<file path="config.mk">
export PLATFORM = sky130hd
export DESIGN_NAME = masked_and_driver
export DESIGN_NICKNAME = d
export VERILOG_FILES = /design/src/rtl/masked_and_driver_pkg.sv /design/src/rtl/masked_and_driver_lfsr8_step.sv /design/src/rtl/masked_and_driver.sv
export SDC_FILE = /design/constraint.sdc
export NUM_CORES = 1
export LEC_CHECK = 0
export CORE_MARGIN = 3
export CORE_UTILIZATION = 40
export CTS_BUF_LIST = sky130_fd_sc_hd__clkbuf_8 sky130_fd_sc_hd__clkbuf_16
export CTS_CLUSTER_DIAMETER = 60
export CTS_CLUSTER_SIZE = 40
export DETAILED_ROUTE_END_ITERATION = 10
export HOLD_SLACK_MARGIN = 0.1
export PLACE_DENSITY = 0.62
export SYNTH_ARGS = -nofsm -noshare
export SYNTH_HDL_FRONTEND = slang
export SYNTH_HIERARCHICAL = 1
export SYNTH_SLANG_ARGS = --single-unit
</file>
<file path="constraint.sdc">
create_clock -name clk -period 1.7 [get_ports clk]
set_clock_uncertainty 0.2 [all_clocks]
set_input_delay 0.34 -clock clk [delete_from_list [all_inputs] [get_ports clk]]
set_output_delay 0.34 -clock clk [all_outputs]
set_load 0.1 [all_outputs]
</file>
<file path="src/rtl/masked_and_driver_pkg.sv">
// Shared definitions for the masked AND driver: FSM encoding, PRNG constants
// and WAIT-window bounds.
package masked_and_driver_pkg;

  localparam int unsigned LFSR_W     = 32;
  localparam int unsigned LFSR_STEPS = 8;
  localparam int unsigned RND_W      = 7;
  localparam int unsigned CNT_W      = 4;

  // Galois taps for x^32 + x^22 + x^2 + x + 1 (right-shifting form)
  localparam logic [LFSR_W-1:0] LFSR_POLY = 32'h8020_0003;

  localparam logic [CNT_W-1:0] WAIT_MIN = CNT_W'(4);
  localparam logic [CNT_W-1:0] WAIT_MAX = CNT_W'(8);

  typedef enum logic [1:0] {
    ST_IDLE = 2'd0,
    ST_LOAD = 2'd1,
    ST_WAIT = 2'd2,
    ST_DONE = 2'd3
  } state_e;

  function automatic logic [LFSR_W-1:0] lfsr_step(input logic [LFSR_W-1:0] s);
    return s[0] ? ((s >> 1) ^ LFSR_POLY) : (s >> 1);
  endfunction

endpackage

</file>
<file path="src/rtl/masked_and_driver_lfsr8_step.sv">
// Free-running 32-bit Galois LFSR advanced eight steps per clock; exposes the
// low bits as fresh masking randomness.
module lfsr8_step
  import masked_and_driver_pkg::*;
#(
  parameter logic [LFSR_W-1:0] SEED = 32'hACE1_2468
) (
  input  logic             clk,
  input  logic             rst,
  output logic [RND_W-1:0] rnd
);

  logic [LFSR_W-1:0] state;
  logic [LFSR_W-1:0] state_d;

  always_comb begin
    state_d = state;
    for (int unsigned i = 0; i < LFSR_STEPS; i++) begin
      state_d = lfsr_step(state_d);
    end
  end

  always_ff @(posedge clk) begin
    if (rst) begin
      state <= SEED;
    end else begin
      state <= state_d;
    end
  end

  assign rnd = state[RND_W-1:0];

endmodule

</file>
<file path="src/rtl/masked_and_driver.sv">
// Drives a 3-share masked AND gadget: splits the operands into shares, waits
// for a plausibly-aligned done and unmasks the gadget output.
module masked_and_driver
  import masked_and_driver_pkg::*;
#(
  parameter int unsigned D    = 3,
  parameter logic [31:0] SEED = 32'hACE1_2468
) (
  input  logic                 clk,
  input  logic                 rst,
  input  logic                 start,
  input  logic                 a_in,
  input  logic                 b_in,
  output logic                 busy,
  output logic                 result,
  output logic                 result_valid,
  output logic                 err,
  output logic [0:D-1]         ina,
  output logic [0:D-1]         inb,
  output logic [0:D*(D-1)/2-1] rin,
  output logic                 AndEnable,
  input  logic                 AndDone,
  input  logic [0:D-1]         and_out
);

  localparam int unsigned R_W = D * (D - 1) / 2;

  state_e             state_q, state_d;
  logic               a_q, b_q, a_d, b_d;
  logic [CNT_W-1:0]   count_q, count_d;
  logic [0:D-1]       ina_d, inb_d;
  logic [0:R_W-1]     rin_d;
  logic               en_d, result_d, valid_d, err_d, busy_d;
  logic [RND_W-1:0]   rnd;
  logic               accept_c, timeout_c;

  lfsr8_step #(.SEED(SEED)) u_prng (
    .clk (clk),
    .rst (rst),
    .rnd (rnd)
  );

  // Done seen before WAIT_MIN is stale or from a misaligned gadget counter
  assign accept_c  = (state_q == ST_WAIT) && AndDone && (count_q >= WAIT_MIN);
  assign timeout_c = (state_q == ST_WAIT) && !accept_c
                     && (count_q >= WAIT_MAX - CNT_W'(1));

  // State and output registers
  always_ff @(posedge clk) begin
    if (rst) begin
      state_q      <= ST_IDLE;
      a_q          <= 1'b0;
      b_q          <= 1'b0;
      count_q      <= '0;
      ina          <= '0;
      inb          <= '0;
      rin          <= '0;
      AndEnable    <= 1'b0;
      result       <= 1'b0;
      result_valid <= 1'b0;
      err          <= 1'b0;
      busy         <= 1'b0;
    end else begin
      state_q      <= state_d;
      a_q          <= a_d;
      b_q          <= b_d;
      count_q      <= count_d;
      ina          <= ina_d;
      inb          <= inb_d;
      rin          <= rin_d;
      AndEnable    <= en_d;
      result       <= result_d;
      result_valid <= valid_d;
      err          <= err_d;
      busy         <= busy_d;
    end
  end

  // Next-state logic
  always_comb begin
    state_d = state_q;
    case (state_q)
      ST_IDLE: if (start) state_d = ST_LOAD;
      ST_LOAD: state_d = ST_WAIT;
      ST_WAIT: if (accept_c || timeout_c) state_d = ST_DONE;
      ST_DONE: state_d = ST_IDLE;
      default: state_d = ST_IDLE;
    endcase
  end

  // Next values of the registered outputs and datapath
  always_comb begin
    a_d      = a_q;
    b_d      = b_q;
    count_d  = count_q;
    ina_d    = ina;
    inb_d    = inb;
    rin_d    = rin;
    en_d     = AndEnable;
    result_d = result;
    valid_d  = 1'b0;
    err_d    = err;
    busy_d   = (state_d != ST_IDLE);
    case (state_q)
      ST_IDLE: begin
        count_d = '0;
        if (start) begin
          a_d   = a_in;
          b_d   = b_in;
          err_d = 1'b0;
        end
      end
      ST_LOAD: begin
        ina_d   = {a_q ^ rnd[0] ^ rnd[1], rnd[0], rnd[1]};
        inb_d   = {b_q ^ rnd[2] ^ rnd[3], rnd[2], rnd[3]};
        rin_d   = rnd[6:4];
        en_d    = 1'b1;
        count_d = CNT_W'(1);
      end
      ST_WAIT: begin
        if (count_q < WAIT_MAX) count_d = count_q + CNT_W'(1);
        if (accept_c) begin
          result_d = ^and_out;
          valid_d  = 1'b1;
          en_d     = 1'b0;
        end else if (timeout_c) begin
          err_d = 1'b1;
          en_d  = 1'b0;
        end
      end
      ST_DONE: begin
        ina_d = '0;
        inb_d = '0;
        rin_d = '0;
        a_d   = 1'b0;
        b_d   = 1'b0;
      end
      default: ;
    endcase
  end

endmodule

</file>
Word-level counts from Yosys, hierarchy flattened
Index checks and enable logic that the tools add are counted.
{ "op_classes": {"n_addsub": 1, "n_bitwise": 13, "mux": 28, "n_eq_ne": 8, "n_reduce_logical": 20, "n_lt_le_gt_ge": 3} }
{ "ops": {"columns": ["cell", "n"], "rows": [
  ["two-way mux 32 bit", 8],
  ["inverter 3 -> 4 bit", 8],
  ["case mux 3 bit (2 select lines)", 3],
  ["case mux 4 bit (3 select lines)", 1],
  ["nonzero test 2 bit", 5],
  [">= comparator 4 x 3 -> 1 bit, second input constant", 2],
  ["two-way mux 1 bit", 8],
  ["case mux 1 bit (2 select lines)", 4],
  ["case mux 2 bit (4 select lines)", 1],
  ["AND reduction 2 bit", 4],
  ["!= test 2 bit, second input constant", 3],
  ["adder 4 x 1 -> 4 bit, second input constant", 1],
  ["equality test 2 bit, second input constant", 2],
  ["logical AND 1 bit", 4],
  ["less-than comparator 4 bit, second input constant", 1],
  ["two-way mux 2 bit", 2],
  ["two-way mux 4 bit", 1],
  ["AND reduction 4 bit", 1],
  ["XOR 1 bit", 4],
  ["!= test 3 bit, second input constant", 1],
  ["nonzero test 3 bit", 1],
  ["parity 3 bit", 1],
  ["equality test 2 x 1 -> 1 bit, second input constant", 1],
  ["logical NOT 2 bit", 1],
  ["5 further kinds", 5]
]} }
{ "word_totals": {"input_bits": 9, "wordCells": 86, "out_inout_bits": 14, "register_bits": 54} }

Depth between registers and ports, before layout
Gate-level depths: netlist of run 1.
{ "depth": {"word_depth": 16, "ltp_mapped": 6, "mapped_depth_nobuf": 5} }

Cells and area by module
The synthesis of run 1 kept the hierarchy.
{ "modules_own_cells": {"columns": ["module", "seq_area_each_um2", "area_each_um2", "cells_each", "instances"], "rows": [
  ["lfsr8_step", 640.6, 1133.6, 97, 1],
  ["masked_and_driver", 440.4, 1016.0, 108, 1]
]} }

Least setup slack after synthesis of run 1
OpenSTA, ideal clock, no wires.
{ "synth_timing": {"kind": "register to register", "start": "register u_prng.state[2]", "end": "register u_prng.state[1]", "setup_time_ns": 0.123, "stages_incl_launch_ff": 5, "required_ns": 1.377, "slack_ns": -0.198, "n_path_buf": 0, "arrival_ns": 1.575, "synth_period_minus_slack_ns": 1.898, "path_cell_list": "dfxtp_1 -> xnor3_2 -> xnor2_4 -> xor2_2 -> mux2_1"} }
{ "synth_via": {"elab_chain_cells": 12, "word_cells_on_any_way": 14, "classes_between": "8 x mux; 6 x bitwise"} }
{ "synth_rtl": {"columns": ["element", "line_no", "text"], "rows": [
  ["start: declaration", "masked_and_driver_lfsr8_step.sv:13", "logic [LFSR_W-1:0] state;"],
  ["start signal: assignment", "masked_and_driver_lfsr8_step.sv:27", "state <= state_d;"],
  ["inverter 3 -> 4 bit (no source line)", null, null],
  ["two-way mux 32 bit (*)", "masked_and_driver_pkg.sv:24", "return s[0] ? ((s >> 1) ^ LFSR_POLY) : (s >> 1);"],
  ["inverter 3 -> 4 bit (no source line)", null, null],
  ["two-way mux 32 bit (*) (3 in series)", "masked_and_driver_pkg.sv:24", null],
  ["inverter 3 -> 4 bit (no source line) or two-way mux 32 bit (tied branches)", null, null],
  ["two-way mux 32 bit (*) (2 in series)", "masked_and_driver_pkg.sv:24", null],
  ["inverter 3 -> 4 bit (no source line) or two-way mux 32 bit (tied branches)", null, null],
  ["two-way mux 32 bit (*) (2 in series)", "masked_and_driver_pkg.sv:24", null]
]} }
Mark *: on every way between the ends. The rest lies on a longest branch, timed or not.
A chain may end at the register's enable or synchronous reset.

Final worst setup path of run 1
{ "layout_timing": {"start": "register u_prng.state[3]", "end": "register u_prng.state[1]"} }
{ "layout_via": {"elab_chain_cells": 12, "word_cells_on_any_way": 13, "classes_between": "8 x mux; 5 x bitwise"} }
{ "layout_rtl": {"columns": ["element", "line_no"], "rows": [
  ["two-way mux 32 bit (*)", "masked_and_driver_pkg.sv:24"],
  ["inverter 3 -> 4 bit (no source line)", null],
  ["two-way mux 32 bit (*)", "masked_and_driver_pkg.sv:24"],
  ["inverter 3 -> 4 bit (no source line)", null],
  ["two-way mux 32 bit (*) (2 in series)", "masked_and_driver_pkg.sv:24"],
  ["inverter 3 -> 4 bit (no source line)", null],
  ["two-way mux 32 bit (*) (2 in series)", "masked_and_driver_pkg.sv:24"],
  ["inverter 3 -> 4 bit (no source line)", null],
  ["two-way mux 32 bit (*) (2 in series)", "masked_and_driver_pkg.sv:24"]
]} }
Marks and branches as above.

==> results of run 1 <==
## cells by family after synthesis
| logic type | count (synthesis) |
|---|---|
| XOR/XNOR | 25 |
| buffers and inverters | 19 |
| adder cells (fa/ha/maj) | 5 |
| AO/OA/AOI/OAI | 28 |
| flip-flops | 54 |
| AND/OR/NAND/NOR | 64 |
| multiplexers | 10 |
## what timing repair did
item / 4_1_cts / 5_1_grt
pin swaps: 0 / 2
setup endpoints to repair: 4 / 8
setup buffers: 1 / 1
gates resized for setup: 3 / 10
## placed cells by master, fill, tap and decap left out, types with 4 or more instances in the layout
master	Yosys	final
a21oi_1	9	9
buf_12	0	14
buf_4	7	23
clkbuf_8	0	5
clkdlybuf4s50_1	0	8
dfxtp_1	54	48
ha_1	5	4
mux2i_1	9	9
nand2_1	4	4
nand2b_1	5	5
nor2_1	22	22
nor2b_1	12	12
o21ai_0	5	5
or2_2	9	9
xnor2_1	10	8
xor2_1	11	11
## worst paths after layout
kind,start,end,slack (ps),cells past startpoint
max reg2reg,u_prng/state[3],u_prng/state[1],-150,4
min reg2reg,u_prng/state[18],u_prng/state[10],220,1
max,u_prng/state[3],u_prng/state[1],-150,4
min,u_prng/state[18],u_prng/state[10],220,1
## critical path, delay by kind of cell, from the launching register on
kind,cells,cell delay (ps)
flip-flops,1,340
XOR/XNOR,3,890
multiplexers,1,310
## per-layer routing
layer | global-route usage | part of all wire | vias up
met5 | 0 | 0 | -
met4 | 0.0515 | 0.016 | 0
met3 | 0.0351 | 0.037 | 6
met2 | 0.216 | 0.46 | 23
met1 | 0.175 | 0.48 | 633
li1 | - | - | 748
## layout make-up
cell class | count | area [um^2] | area share
clock inverters | 3 | 28.8 | 0.0100
flip-flops and latches | 54 | 1100 | 0.382
multi-input cells | 132 | 1000 | 0.350
inverters | 5 | 18.8 | 0.00654
clock buffers | 5 | 68.8 | 0.0240
repair buffers | 48 | 567 | 0.197
well taps | 70 | 87.6 | 0.0305
## flip-flops by register name (all words and copies together), names as in the netlist
signal / flops
u_prng/state: 32
result: 1
count_q: 4
rin: 3
b_q: 1
busy: 1
state_q: 2
ina: 3
inb: 3
a_q: 1
result_valid: 1
err: 1
AndEnable: 1
## power groups by stage
stage                     logic (mW)  registers [mW]  clock network (mW)
final                           2.13            1.72               0.754
after detailed placement        1.96            1.75                   0
after global routing            2.29            1.75               0.844
after floorplan                 1.04            2.01                   0
after CTS                       2.01            1.72               0.782
after global placement          1.94            1.74                   0
## metrics by stage
stage          area, um^2  setup TNS, ps   util  hold WS [ps]
4_1_cts              2840           -304  0.552           221
3_5_place_dp         2720           -632  0.529           193
2_1_floorplan        2180           -191      -           189
6_report             2870           -465  0.559           220
5_1_grt              2870           -713  0.559           230
3_3_place_gp         2720           -428  0.529           191
==> impl_metrics.yaml, run 1 <==
run_status:
  status: "complete, but fails checks"
  violations: "setup timing"
logic_synthesis:
  synth-xor-area-share: 0.127
  synth.most_common_cell: "dfxtp_1"
  synthFlopType: "dfxtp_1"
  async_flop_share: 0
  synth-edff-count: 0
  synth-compound-area-share: 0.0821
  syn_area_um2: 2150
  yosys_register_bits: 54
  yosys_warnings: 6
  synth-seq-area-share: 0.503
  synth.distinct_cells: 41
  synthTopCellsByArea: "dfxtp_1 (50%), xor2_1 (4.5%), mux2i_1 (4.2%)"
  synth_area_leader_cell: "dfxtp_1"
  syn-instance-count: 205
  synth_simple_gate_area_frac: 0.164
  synth_nets: 219
  synth_top_family_by_area: "simple AND/OR/NAND/NOR gates"
  muxShareOfSynthArea: 0.0471
  synth_common_cells: "dfxtp_1 (54), nor2_1 (22), nor2b_1 (12)"
  post-synth-top-area-fraction: 0.503
  syn_area_per_cell_um2: 10.5
  synthAdderAreaFrac: 0.0291
drt:
  viasPerCell: 4.45
  drt_iter0_markers: 24
  dr.pass1.iters: 4
  wl_per_cell_um: 12.3
  antenna_left: 0
  vias: 1410
  drc: 0
  routed_wl_mm: 3.90
global_route:
  overflow: 0
  grt_pass1_vias: 1402
  grt_start_max_net_pins: 25
  antenna_found_initial: 0
  grt_pass1_wl_mm: 6.54
  grt_usage: 0.135
cells_and_area:
  final_cells: 317
  antenna_cells: 0
  nets: 260
  final_layout_size_suffix_gt1_frac: 0.308
  nFillCells: 477
  syn2layout_area_growth_pct: 33.6
placement:
  place_hpwl_mm: 2.92
  place_inst: 307
  place_ws_ps: -117
  port_buffers: 22
  finalWeightedCongestion: 0.784
die:
  rows: 26
  fp.dieH_um: 79.3
  fp.dieW_um: 79.3
  start_util: 0.418
  dieArea_um2: 6290
  core-area_um2: 5140
  pin_count: 23
clocking:
  clk-insertion-delay-late_ps: 310
  cts_made_buffers: 5
  clock-root-buffer: "clkbuf_8"
  hold_buffers: 0
  clkSlewWorstSetupHoldPaths_ps: 110
  htree_levels: 2
  clock-sinks: 54
  cts.path.max_buffers: 2
  cts_tree: "yes"
power_and_ir_drop:
  clkPwrFrac: 0.164
  combPwrFrac: 0.462
  seq_power_share: 0.374
  power.total_mw: 4.61
  switching_share: 0.344
  switching_power_mw: 1.59
  p_int_mw: 3.02
  ir_drop_mv: 0.828
  power_density_nw_per_um2: 1600
  leakage_nw: 1.21
critical_path:
  slowest_stage: "xnor3_2"
  end_kind: "flip-flop"
  critPathKind: "flip-flop to flip-flop"
  critPathMaxFanout: 3
  critical_path.cell_chain: "xnor3_2, xnor2_4, xor2_2, mux2_4"
  cp.required_ps: 1700
  slowest_delay_ps: 470
  critPathLaunchType: "flip-flop"
  worstPathArrival_ps: 1850
min_path:
  hold_class: "flip-flop to flip-flop"
sta:
  rsz0062_at_grt: "true"
  report.final.slew_viol_count: 0
  tightest_slew_ps: 420
  setup_viol: 4
  fin_crit_ps: 1850
  setup_ws_ps: -149
  final_hold_viol_count: 0
  period_share: 1.09
  fmax_mhz: 541
  maxSlewHeadroom: 0.718
flow_run:
  maxCapViolations: 0
Note: power is estimated with default switching activity, not from simulation.
==> run 2, diff against run 1 <==
--- a/config.mk
+++ b/config.mk
@@ -5,6 +5,7 @@
 export SDC_FILE = /design/constraint.sdc
 export NUM_CORES = 1
 export LEC_CHECK = 0
+export CORE_ASPECT_RATIO = 1.4
 export CORE_MARGIN = 3
 export CORE_UTILIZATION = 40
 export CTS_BUF_LIST = sky130_fd_sc_hd__clkbuf_8 sky130_fd_sc_hd__clkbuf_16
@@ -12,7 +13,7 @@
 export CTS_CLUSTER_SIZE = 40
 export DETAILED_ROUTE_END_ITERATION = 10
 export HOLD_SLACK_MARGIN = 0.1
-export PLACE_DENSITY = 0.62
+export PLACE_DENSITY = 0.6
 export SYNTH_ARGS = -nofsm -noshare
 export SYNTH_HDL_FRONTEND = slang
 export SYNTH_HIERARCHICAL = 1
==> constraint.sdc (replaced) <==
create_clock -name clk -period 1.77 [get_ports clk]
set_clock_uncertainty 0.2 [all_clocks]
set_input_delay 0.354 -clock clk [delete_from_list [all_inputs] [get_ports clk]]
set_output_delay 0.354 -clock clk [all_outputs]
set_load 0.1 [all_outputs]
==> run 2 against run 1 <==
  * The run still ends with setup timing left
  * Combinational power fell by 13%
  * Die area grew 0.20%
  * Setup slack improved by 95 ps
  * Power down 8.8%
  * Critical path type unchanged
  * Sequential share of layout area is 0.83 points higher
  * Sequential power shrank 4%
==> impl_metrics.yaml, run 2 (synthesis results as in run 1) <==
drt:
  drc: 0
  met1_length_mm: 1.67
  dr.pass1.iters: 4
  highest_layer: "met4"
  drt_iter0_markers: 90
  wl_per_cell_um: 12.6
  routed_wl_mm: 3.85
  wl_met3_um: 129
  antenna_left: 0
  met2_length_mm: 1.98
  viasPerCell: 4.71
  vias: 1440
sta:
  period_share: 1.03
  setup_ws_ps: -54.4
  final_hold_viol_count: 0
  tightest_slew_ps: 448
  maxSlewHeadroom: 0.699
  report.final.slew_viol_count: 0
  setup_viol: 1
  rsz0062_at_grt: "true"
  fin_crit_ps: 1820
  fmax_mhz: 548
clocking:
  clkSlewWorstSetupHoldPaths_ps: 90
  clock-root-buffer: "clkbuf_8"
  cts_setup_buffers: 0
  cts.path.max_buffers: 2
  cts_made_buffers: 5
  cts_tree: "yes"
  hold_buffers: 0
  clock-sinks: 54
  ctsResizeCount: 1
  clk-insertion-delay-late_ps: 300
  htree_levels: 2
cells_and_area:
  largest_register_ffs: 32
  antenna_cells: 0
  nFillCells: 457
  regMostFlops: "u_prng/state"
  finish.utilization: 0.556
  nets: 255
  syn2layout_area_growth_pct: 30.2
  top_regs: "u_prng/state: 32 flops, count_q: 4 flops"
  final_cells: 306
  final_cell_mix: "dfxtp_1 (48), nor2_1 (22), buf_4 (21)"
  final_common_cell: "dfxtp_1"
  final_layout_size_suffix_gt1_frac: 0.277
placement:
  place_hpwl_mm: 2.96
  finalWeightedCongestion: 0.726
  place_inst: 298
  port_buffers: 22
critical_path:
  reg2reg_slack_ps: -50
  end_kind: "flip-flop"
  slowest_stage: "xnor3_2"
  worstPathArrival_ps: 1820
  critPathLaunchType: "flip-flop"
  cp.required_ps: 1770
  critPathMaxFanout: 3
  critical_path.cell_chain: "xnor3_2, xnor2_4, xor2_2, mux2_1"
  slowest_delay_ps: 470
  critPathKind: "flip-flop to flip-flop"
global_route:
  grt_pass1_wl_mm: 6.38
  grt_usage: 0.137
  grt_start_max_net_pins: 17
  grt_pass1_vias: 1419
  overflow: 0
  antenna_found_initial: 0
min_path:
  hold_class: "flip-flop to flip-flop"
die:
  fp.dieH_um: 92.7
  fp.dieW_um: 68.0
  start_util: 0.427
  core-area_um2: 5030
  pin_count: 23
  dieArea_um2: 6300
  rows: 30
flow_run:
  maxCapViolations: 0
power_and_ir_drop:
  leakage_nw: 1.17
  power.total_mw: 4.20
  ir_drop_mv: 0.756
  power_density_nw_per_um2: 1500
run_status:
  status: "complete, but fails checks"
  violations: "setup timing"
## run 2: layer usage
metal | up-vias | GRT usage
met3 | 8 | 0.0413
met5 | - | 0
li1 | 737 | -
met1 | 673 | 0.151
met4 | 0 | 0.0564
met2 | 22 | 0.235
## run 2: worst max-delay path: cells and delay by family, from the launching register on
kind / cells / cell delay, ps
mux: 1 / 330
flops: 1 / 340
xor+xnor: 3 / 850
## run 2: final cells by class
class                   count  area (um^2)  share of cell area
multi-input cells         132          995               0.356
clock inverters             2         12.5             0.00447
well taps                  64         80.1              0.0286
inverters                   5         18.8             0.00671
clock buffers               6         82.6              0.0295
flip-flops and latches     54         1090               0.390
repair buffers             43          518               0.185
## run 2: worst paths after layout
check             depth (start not counted)        startpoint              end
setup / recovery                          4   u_prng/state[3]  u_prng/state[1]
hold / removal                            1  u_prng/state[13]  u_prng/state[5]
setup reg to reg                          4   u_prng/state[3]  u_prng/state[1]
hold reg to reg                           1  u_prng/state[13]  u_prng/state[5]
## run 2: report_power, final
group / switching (mW) / internal [mW]
clock: 0.382 / 0.315
sequential: 0.144 / 1.51
combinational: 0.888 / 0.964
total: 1.41 / 2.79
## run 2: metrics by stage
stage               setup TNS (ps)  instance area, um^2  worst slack [ps]  hold slack (ps)
floorplan                    -70.5                 2170             -70.5              189
global route                  -206                 2800              -117              235
CTS                          -67.4                 2790             -59.9              220
global placement             -82.7                 2690             -43.1              192
finish                       -54.4                 2800             -54.4              218
detailed placement            -112                 2690             -62.9              195
==> run 3, diff against run 2 <==
--- a/config.mk
+++ b/config.mk
@@ -6,7 +6,7 @@
 export NUM_CORES = 1
 export LEC_CHECK = 0
 export CORE_ASPECT_RATIO = 1.4
-export CORE_MARGIN = 3
+export CORE_MARGIN = 10
 export CORE_UTILIZATION = 40
 export CTS_BUF_LIST = sky130_fd_sc_hd__clkbuf_8 sky130_fd_sc_hd__clkbuf_16
 export CTS_CLUSTER_DIAMETER = 60
@@ -16,5 +16,4 @@
 export PLACE_DENSITY = 0.6
 export SYNTH_ARGS = -nofsm -noshare
 export SYNTH_HDL_FRONTEND = slang
-export SYNTH_HIERARCHICAL = 1
 export SYNTH_SLANG_ARGS = --single-unit
==> run 3 against run 2 <==
  * The run still ends with setup timing left
  * Area after synthesis down 3.8%
  * Fmax fell by 2.8%
  * Power grew 23%
  * Sequential cell count is the same
  * Non-clock buffer count increased by 6
  * Clock-buffer cell count decreased by 1
  * Hold slack lost 4.7 ps
  * Cell area is 0.85% higher
  * First-iteration DRC count fell by 42%
==> impl_metrics.yaml, run 3 <==
clocking:
  clk-insertion-delay-late_ps: 300
  clkSlewWorstSetupHoldPaths_ps: 90
  htree_levels: 2
  clock-sinks: 54
  cts_made_buffers: 5
  cts_tree: "yes"
  clock-root-buffer: "clkbuf_8"
  cts.path.max_buffers: 2
  hold_buffers: 0
power_and_ir_drop:
  power_density_nw_per_um2: 1830
  leakage_nw: 1.19
  ir_drop_mv: 1.16
  power.total_mw: 5.17
placement:
  placed_area_um2: 2660
  place_hpwl_mm: 3.22
  port_buffers: 22
  finalWeightedCongestion: 0.752
  place_ws_ps: -202
flow_run:
  maxCapViolations: 0
sta:
  setup_ws_ps: -107
  tightest_slew_ps: 339
  setup_viol: 4
  maxSlewHeadroom: 0.773
  report.final.slew_viol_count: 0
  rsz0062_at_grt: "true"
  final_hold_viol_count: 0
  tns_ps: -222
  period_share: 1.06
  fmax_mhz: 533
  fin_crit_ps: 1880
drt:
  vias: 1426
  viasPerCell: 4.61
  drt_iter0_markers: 52
  drc: 0
  dr.pass1.iters: 4
  antenna_left: 0
  routed_wl_mm: 4.09
  wl_per_cell_um: 13.2
global_route:
  overflow: 0
  grt_start_max_net_pins: 17
  grt_pass1_vias: 1460
  antenna_found_initial: 0
  grt_usage: 0.0999
  grt_pass1_wl_mm: 6.87
critical_path:
  end_kind: "flip-flop"
  critical_path.cell_chain: "xnor3_2, xnor2_4, xor2_2, mux2_1"
  slowest_delay_ps: 480
  worstPathArrival_ps: 1860
  critPathMaxFanout: 3
  r2r_start: "u_prng.state[2]"
  cp.required_ps: 1750
  startpoint: "u_prng.state[2]"
  critPathKind: "flip-flop to flip-flop"
  slowest_stage: "xnor3_2"
  critPathLaunchType: "flip-flop"
  reg2reg_slack_ps: -110
logic_synthesis:
  synth_common_cells: "dfxtp_1 (54), nor2_1 (33), nor2b_1 (14)"
  async_flop_share: 0
  syn_area_um2: 2070
  syn_area_per_cell_um2: 10.4
  synth-xor-area-share: 0.128
  synth_area_leader_cell: "dfxtp_1"
  yosys_warnings: 0
  synth-seq-area-share: 0.523
  syn-instance-count: 198
  muxShareOfSynthArea: 0.0641
  synthFlopType: "dfxtp_1"
  synth_top_family_by_area: "simple AND/OR/NAND/NOR gates"
  synth-compound-area-share: 0.0617
  post-synth-top-area-fraction: 0.523
  synth.most_common_cell: "dfxtp_1"
  yosys_register_bits: 54
  synthTopCellsByArea: "dfxtp_1 (52%), nor2_1 (6.0%), mux2i_1 (5.3%)"
  synth.distinct_cells: 34
  synth_simple_gate_area_frac: 0.169
  synth-edff-count: 0
  synthAdderAreaFrac: 0.0302
  synth_nets: 212
cells_and_area:
  largest_register_ffs: 32
  final_common_cell: "dfxtp_1"
  antenna_cells: 0
  nets: 258
  nFillCells: 440
  stdcell_area_um2: 2820
  top_regs: "u_prng.state: 32 flops, count_q: 4 flops"
  regMostFlops: "u_prng.state"
  final_cell_mix: "dfxtp_1 (51), nor2_1 (33), buf_4 (26)"
  syn2layout_area_growth_pct: 36.4
  finish.utilization: 0.574
  final_layout_size_suffix_gt1_frac: 0.298
run_status:
  violations: "setup timing"
  status: "complete, but fails checks"
die:
  dieArea_um2: 8490
  fp.dieW_um: 80.8
  rows: 30
  pin_count: 23
  start_util: 0.421
  core-area_um2: 4920
  fp.dieH_um: 105
min_path:
  min-delay-start: "u_prng.state[31]"
  hold_class: "flip-flop to flip-flop"
## run 3: final timing paths
kind	end	depth (start not counted)
worst min register to register	u_prng.state[23]	1
worst max-delay path	u_prng.state[1]	4
worst min-delay path	u_prng.state[23]	1
worst max register to register	u_prng.state[1]	4
## run 3: area by class of cell
| cell class | instances | area, um^2 | area share |
|---|---|---|---|
| Clock buffer | 5 | 68.8 | 0.0244 |
| Clock inverter | 3 | 41.3 | 0.0146 |
| Inverter | 3 | 11.3 | 0.00399 |
| Multi-Input combinational cell | 131 | 968 | 0.343 |
| Sequential cell | 54 | 1080 | 0.384 |
| Tap cell | 64 | 80.1 | 0.0284 |
| Timing Repair Buffer | 49 | 567 | 0.201 |
## run 3: layer usage
metal,track usage,share of wire,up-vias
li1,-,-,724
met1,0.104,0.40,679
met2,0.181,0.54,21
met3,0.0266,0.048,2
met4,0.0397,0.0071,0
met5,0,0,-
## run 3: cell families after synthesis
| family | after synthesis |
|---|---|
| AND/OR/NAND/NOR | 70 |
| flip-flops | 54 |
| XOR/XNOR | 23 |
| AO/OA/AOI/OAI | 20 |
| buffers and inverters | 13 |
| multiplexers | 13 |
| adder cells (fa/ha/maj) | 5 |
## run 3: stage by stage
stage,hold slack [ps],cells
3_3_place_gp,193,298
4_1_cts,213,307
6_report,213,309
3_5_place_dp,194,298
5_1_grt,230,309
2_1_floorplan,189,198
## run 3: worst max-delay path, delay by kind of cell, from the launching register on
| kind | cells | cell delay (ps) |
|---|---|---|
| XOR/XNOR | 3 | 880 |
| flip-flops | 1 | 340 |
| multiplexers | 1 | 340 |
## run 3: power by group
group,switching [mW],total [mW],leakage (nW),internal (mW)
clock network,0.369,0.785,0.0556,0.416
logic,1.34,2.64,0.690,1.30
registers,0.188,1.74,0.446,1.56
## run 3: repair_timing
item | in CTS | in global routing
resized for setup | 4 | 4
pin swaps | 1 | 3
setup endpoints to repair | 5 | 5
buffers inserted | 1 | 2
